--- src/rtl/fifo_write_arbiter_pkg.sv ---
// Shared definitions for the fifo write-port arbiter: FSM state encodings and
// a pointer helper. The optional burst mode is selected with FIFO_ARB_BURST_EN.
package fifo_write_arbiter_pkg;

   typedef enum logic [0:0] {
      ARB_IDLE  = 1'b0,
      ARB_GRANT = 1'b1
   } arb_state_e;

   // Round-robin successor of idx in a ring of n requesters.
   function automatic int wrap_inc(input int idx, input int n);
      return (idx >= n - 1) ? 0 : idx + 1;
   endfunction

endpackage

--- src/rtl/fifo_write_arbiter_rr_pick.sv ---
// Combinational round-robin picker: finds the first set request bit at or after
// start_i, wrapping modulo N. Returns found flag, one-hot pick and binary index.
module rr_pick #(
   parameter int N  = 4,
   parameter int IW = 2
) (
   input  logic [N-1:0]  req_i,
   input  logic [IW-1:0] start_i,
   output logic          found_o,
   output logic [N-1:0]  onehot_o,
   output logic [IW-1:0] idx_o
);

   int k;

   // NOTE: every output of a combinational block gets a default before any
   // conditional assignment, otherwise the tool infers a latch.
   always_comb begin
      found_o  = 1'b0;
      onehot_o = '0;
      idx_o    = '0;
      k        = 0;
      for (int i = 0; i < N; i++) begin
         k = int'(start_i) + i;
         if (k >= N) k = k - N;
         if (!found_o && req_i[k]) begin
            found_o     = 1'b1;
            onehot_o[k] = 1'b1;
            idx_o       = IW'(k);
         end
      end
   end

endmodule

--- src/rtl/fifo_write_arbiter.sv ---
// Round-robin arbiter sharing one fifo write port among NUM_REQ producers.
// Define FIFO_ARB_BURST_EN to hold a grant for up to BURST_LEN beats.
module fifo_write_arbiter
   import fifo_write_arbiter_pkg::*;
#(
   parameter int NUM_REQ    = 4,
   parameter int DATA_WIDTH = 8,
   parameter int BURST_LEN  = 4
) (
   input  logic                          clk_i,
   input  logic                          reset_i,
   input  logic [NUM_REQ-1:0]            req_valid_i,
   input  logic [NUM_REQ*DATA_WIDTH-1:0] req_data_i,
   output logic [NUM_REQ-1:0]            req_ready_o,
   output logic [NUM_REQ-1:0]            grant_o,
   output logic                          busy_o,
   output logic                          write_en_o,
   output logic [DATA_WIDTH-1:0]         write_data_o,
   input  logic                          full_i
);

   localparam int IW = $clog2(NUM_REQ);

   if (NUM_REQ < 2 || BURST_LEN < 1) begin : g_param_check
      $error("fifo_write_arbiter: NUM_REQ must be >= 2 and BURST_LEN >= 1");
   end

   arb_state_e         state_q, state_d;
   logic [NUM_REQ-1:0] grant_q, grant_d;
   logic [IW-1:0]      gidx_q, gidx_d;
   logic [IW-1:0]      rr_q, rr_d;

   logic               busy;
   logic               valid_g;
   logic               beat;
   logic               last_beat;
   logic               release_g;
   logic [IW-1:0]      rel_start;

   logic               idle_found, rel_found;
   logic [NUM_REQ-1:0] idle_onehot, rel_onehot;
   logic [IW-1:0]      idle_idx, rel_idx;

   assign busy      = (state_q == ARB_GRANT);
   assign valid_g   = |(grant_q & req_valid_i);
   assign beat      = busy & valid_g & ~full_i;
   assign rel_start = IW'(wrap_inc(int'(gidx_q), NUM_REQ));

   assign grant_o     = grant_q;
   assign busy_o      = busy;
   assign write_en_o  = beat;
   assign req_ready_o = (busy && !full_i) ? grant_q : '0;

   always_comb begin
      write_data_o = '0;
      if (beat) begin
         for (int r = 0; r < NUM_REQ; r++) begin
            if (grant_q[r]) write_data_o = write_data_o | req_data_i[r*DATA_WIDTH +: DATA_WIDTH];
         end
      end
   end

   // IDLE pick starts at the rr pointer; release pick skips the outgoing owner.
   rr_pick #(.N(NUM_REQ), .IW(IW)) u_idle_pick (
      .req_i    (req_valid_i),
      .start_i  (rr_q),
      .found_o  (idle_found),
      .onehot_o (idle_onehot),
      .idx_o    (idle_idx)
   );

   rr_pick #(.N(NUM_REQ), .IW(IW)) u_rel_pick (
      .req_i    (req_valid_i & ~grant_q),
      .start_i  (rel_start),
      .found_o  (rel_found),
      .onehot_o (rel_onehot),
      .idx_o    (rel_idx)
   );

`ifdef FIFO_ARB_BURST_EN
   localparam int BW = (BURST_LEN > 1) ? $clog2(BURST_LEN) : 1;

   logic [BW-1:0] beat_q, beat_d;

   assign last_beat = (beat_q == BW'(BURST_LEN - 1));
`else
   assign last_beat = 1'b1;
`endif

   // A grant ends on its final beat, or as soon as the owner withdraws valid.
   assign release_g = busy & ((beat & last_beat) | ~valid_g);

   always_comb begin
      state_d = state_q;
      grant_d = grant_q;
      gidx_d  = gidx_q;
      rr_d    = rr_q;
`ifdef FIFO_ARB_BURST_EN
      beat_d  = beat_q;
`endif
      unique case (state_q)
         ARB_IDLE: begin
            if (idle_found) begin
               state_d = ARB_GRANT;
               grant_d = idle_onehot;
               gidx_d  = idle_idx;
            end
         end
         ARB_GRANT: begin
            if (release_g) begin
               rr_d = rel_start;
`ifdef FIFO_ARB_BURST_EN
               beat_d = '0;
`endif
               if (rel_found) begin
                  grant_d = rel_onehot;
                  gidx_d  = rel_idx;
               end else begin
                  state_d = ARB_IDLE;
                  grant_d = '0;
                  gidx_d  = '0;
               end
            end
`ifdef FIFO_ARB_BURST_EN
            else if (beat) begin
               beat_d = beat_q + BW'(1);
            end
`endif
         end
         default: begin
            state_d = ARB_IDLE;
            grant_d = '0;
            gidx_d  = '0;
         end
      endcase
   end

   // NOTE: sequential state uses non-blocking assignments so every register
   // samples the pre-edge values, independent of statement order.
   always_ff @(posedge clk_i or negedge reset_i) begin
      if (!reset_i) begin
         state_q <= ARB_IDLE;
         grant_q <= '0;
         gidx_q  <= '0;
         rr_q    <= '0;
      end else begin
         state_q <= state_d;
         grant_q <= grant_d;
         gidx_q  <= gidx_d;
         rr_q    <= rr_d;
      end
   end

`ifdef FIFO_ARB_BURST_EN
   always_ff @(posedge clk_i or negedge reset_i) begin
      if (!reset_i) beat_q <= '0;
      else          beat_q <= beat_d;
   end
`endif

endmodule

--- config.mk ---
export PLATFORM = sky130hd
export DESIGN_NAME = fifo_write_arbiter
export DESIGN_NICKNAME = d
export VERILOG_FILES = /design/src/rtl/fifo_write_arbiter_pkg.sv /design/src/rtl/fifo_write_arbiter_rr_pick.sv /design/src/rtl/fifo_write_arbiter.sv
export SDC_FILE = /design/constraint.sdc
export NUM_CORES = 1
export LEC_CHECK = 0
export ABC_AREA = 0
export BUFFER_PORTS_ARGS = -buffer_cell sky130_fd_sc_hd__buf_4
export CORE_ASPECT_RATIO = 1.2
export CORE_MARGIN = 10
export CORE_UTILIZATION = 54
export DETAILED_ROUTE_END_ITERATION = 8
export GPL_TIMING_DRIVEN = 0
export PLACE_DENSITY = 0.95
export SYNTH_ARGS = -nofsm -noshare
export SYNTH_HDL_FRONTEND = slang
export SYNTH_SLANG_ARGS = --single-unit
export TNS_END_PERCENT = 1
--- constraint.sdc ---
create_clock -name clk_i -period 5.5 [get_ports clk_i]
set_clock_uncertainty 0.15 [all_clocks]
set_input_delay 1.375 -clock clk_i [delete_from_list [all_inputs] [get_ports clk_i]]
set_output_delay 1.375 -clock clk_i [all_outputs]
set_load 0.05 [all_outputs]
# Word level (Yosys, flattened, before mapping)
# Cells that the tools add are included.
# word_totals
ff_bits	9
in_bits	39
wordCells	184
# op_classes
add_sub_neg	15
n_lt_le_gt_ge	25
n_eq_ne	2
mux	94
bitwise	19
reduce_logical	25
# op_table
op	n
$ge 32x1->1 const B	8
$lt 32x4->1 const B	8
$mux 32	8
$ge 32x4->1 const B	6
$sub 32x4->32 const B	6
$mux 8	8
$mux 4	12
$mux 1	35
$mux 2	12
$or 4x4->4	6
$or 8x8->8	3
$bmux 1 s2	8
$demux 1 s2	8
$logic_and 1x1->1	15
$add 2x2->3 const B	4
$and 4x4->4	2
$pmux 4 s2	1
$sub 2x3->4 const B	2
$logic_not 1->1	7
$add 2x1->3 const B	2
$ge 2x3->1 const B	2
$not 4->4	1
$pmux 2 s2	1
$reduce_and 2->1	2
9 further kinds	13

# Depth between registers and ports, before layout
# depth
ltp_word	20
mapped_depth	9
ltp_nobuf	8

# Cells and area by module
# A second synthesis with hierarchy kept.
# unflattened
hier_cells	182
area_unflattened_um2	1640.3
# by_module_without_submodules
module	n_inst	cells_each	area_per_inst_um2	seq_area_each_um2
fifo_write_arbiter	1	86	723.2	225.2
rr_pick (u_rel_pick)	1	48	460.4	0.0
rr_pick (u_idle_pick)	1	48	456.7	0.0

# Least setup slack after synthesis
# No wires, ideal clock.
# synth_timing
path_type	input port to output port
from	input port req_valid_i[0]
to	output port write_data_o[0]
arrival_time_ns	2.655
required_ns	3.975
setup_slack_ns	1.320
path_stages	5
n_path_buf	1
path_cell_list	buf_4 > a22oi_1 > nand2_1 > nand2_1 > a21oi_1
# synth_via
elab_chain_len	5
# synth_rtl
element	line	rtl
start: declaration	fifo_write_arbiter.sv:12	input logic [NUM_REQ-1:0] req_valid_i,
$and 4x4->4	fifo_write_arbiter.sv:45	assign valid_g = |(grant_q & req_valid_i);
$reduce_or 4->1	fifo_write_arbiter.sv:45	
$and 1x1->1 (2 in a row)	fifo_write_arbiter.sv:46	assign beat = busy & valid_g & ~full_i;
$mux 8	fifo_write_arbiter.sv:56	if (beat) begin
end: declaration	fifo_write_arbiter.sv:18	output logic [DATA_WIDTH-1:0] write_data_o,
# No other way between the ends.

# Worst setup path after layout
# layout_timing
from	input port req_valid_i[0]
to	output port write_en_o
# layout_via
elab_chain_len	4
# layout_rtl
element	line	rtl
$and 4x4->4	fifo_write_arbiter.sv:45	
$reduce_or 4->1	fifo_write_arbiter.sv:45	
$and 1x1->1 (2 in a row)	fifo_write_arbiter.sv:46	
end: declaration	fifo_write_arbiter.sv:17	output logic write_en_o,
# No other way between the ends.

==> run metrics <==
status=finished, final reports clean; initial cell density of the core=between 50% and 60%; Mapped Area=roughly 1500 µm²; Tot Pwr=1.24 mW; slowest CP cell=nand2_1; setup violators final=0; grt total ovfl=0; Yosys reg bits=9; Die Y=78.5 µm; mean post-synth cell area=around 8 µm²; CP Buf/Inv Count=4; RSZ-0062 raised after global routing=no; Core ar.=2760 µm²; vias in the first global route=1603; drt first pass iters=5; Worst-Skew Late Latency=0.25 ns; GRT Util Overall=17.3%; worst slew pin tran=between 0.6 and 0.7 ns; Post-synth EDFFs=0; critical path's most frequent cell=buf_4; fill count=208; synth top area cells=dfrtp_1, ha_1, a22oi_1, mux4_2, a221o_1; MaxCap Viol Count=0; Primary FF master, synth=dfrtp_1; CTS Root Cell=clkbuf_4; final worst path period share=73.8%; Wirelength per Cell=17.5 µm; hold slack=0.492 ns; layout cells sized above 1=30.2%; worst hold path type=reg -> reg; post-synth top area share=14.6%; CP Launch Type=input pin; Port-buffer cells=56; DRC errors left=0; relative slew slack=57.0%; clock sinks=9; post-synth net total=242; Detail Placement HPWL=4020 µm; clock-pin slew on the worst setup and hold paths=0.05 ns; DRT antenna net count=0; final setup TNS=0 ns; number of setup buffers added after CTS=0; power density cells=about 610 nW/µm²; post-synth cell types=47; placed cell area=approximately 2000 µm²; cts hold-fix bufs=0; vias=1766; pin count of the biggest net entering global routing=11; Tmin final=4.06 ns; first-pass GRT wire length=roughly 7600 µm; H-Tree Depth=1; Rows=21; critical path's top delay family=buffers and inverters; Leakage=0.944 nW; sequential area share after synthesis=14.6%; Peak supply drop=a little over 0.5 mV; Layout Area Growth over Synthesis=31.8%; DRT Wirelength=4940 µm; CP max FO=10; clk buf depth=2; n_diodes=0; Synth top cells by count=a22oi_1, ha_1, a21oi_1, nand2_1, nor2_1; Final #Nets=303; Die ar.=roughly 5400 µm²; Max stage delay on crit path=about 0.27 ns; Arr. time, crit path=2.53 ns; async set or reset register ratio after synthesis=100%; io pins=57; DRT iter0 DRCs=201; CP Cell Sequence=buf_4, buf_4, a22oi_1, nand2_1, nand2_1, inv_1, buf_4; worst setup path class=in -> out; final instance area=2030 µm²; post-cts resize count=0; CTS Buf Count=3; YS warnings=0; Hold Vio Cnt, Final=0; via density per instance=6.26; fin. max-slew vios=0; Fmax=0.246 GHz; critical path required time=3.97 ns; crit path capture type=output pin; cells after synthesis=188; Die Wd=68.8 µm; GP Congestion=0.865; initial antenna violation count=0; top-count cell post-synth=a22oi_1; Yosys top cell by area=dfrtp_1; CTS tree=yes
## per-layer routing
metal  part of all wire (%)  track usage (%)  wire, µm
met5                      0                0         0
met4                    1.6             2.37        77
met3                    9.9             4.40       487
met2                     52             29.9      2580
met1                     36             21.2      1800
## area by class of cell
type	instances	area [µm²]	share of cell area, %
inverter	10	37.5	1.85
buffer	11	70.1	3.45
clock buffer	4	26.3	1.29
multi-input combinational	158	1210	59.5
sequential	9	225	11.1
tap	34	42.5	2.10
timing repair buffer	56	420	20.7
## logic make-up after synthesis
family / synth area share (%)
AO/OA/AOI/OAI: 32.6
AND/OR/NAND/NOR: 22.5
buffers and inverters: 6.99
adder cells (fa/ha/maj): 12.2
multiplexers: 11.1
flip-flops: 14.6
## placed cells by master (no fill, tap or decap), drive strengths merged, types with 7 or more instances in the layout
cell type and instances:
nor2 12, inv 10, buf 63, a221o 8, mux2i 7, ha 15
a22oi 22, nor3 8, a21oi 12, nor2b 11, dfrtp 9, clkbuf 8
nand2 12
## registers in the layout, summed over array words and instances (netlist names)
signal and flops:
grant_o 4, gidx_q 2, rr_q 2, busy_o 1
## stage by stage
stage / setup WS, ns / std cells / util (%)
2_1_floorplan: 1.32 / 188 / -
5_1_grt: 1.33 / 282 / 73.6
3_5_place_dp: 1.45 / 278 / 72.6
3_3_place_gp: 1.48 / 278 / 72.6
6_report: 1.44 / 282 / 73.6
4_1_cts: 1.45 / 282 / 73.6
## worst paths after layout
check	from	end	slack (ns)	cells past startpoint
min in group asynchronous	reset_i	rr_q[0]	0.78	1
setup reg to reg	rr_q[0]	grant_o[3]	2.49	8
max in group asynchronous	reset_i	grant_o[3]	4.29	1
setup / recovery	req_valid_i[0]	write_en_o	1.44	7
hold / removal	gidx_q[1]	gidx_q[1]	0.49	1
hold reg to reg	gidx_q[1]	gidx_q[1]	0.49	1
## power breakdown
part,internal [mW],switching (mW)
Sequential,0.101,0.0480
Clock,0.0277,0.0194
Combinational,0.410,0.632
Total,0.538,0.699
(Power assumes the default switching activity.)
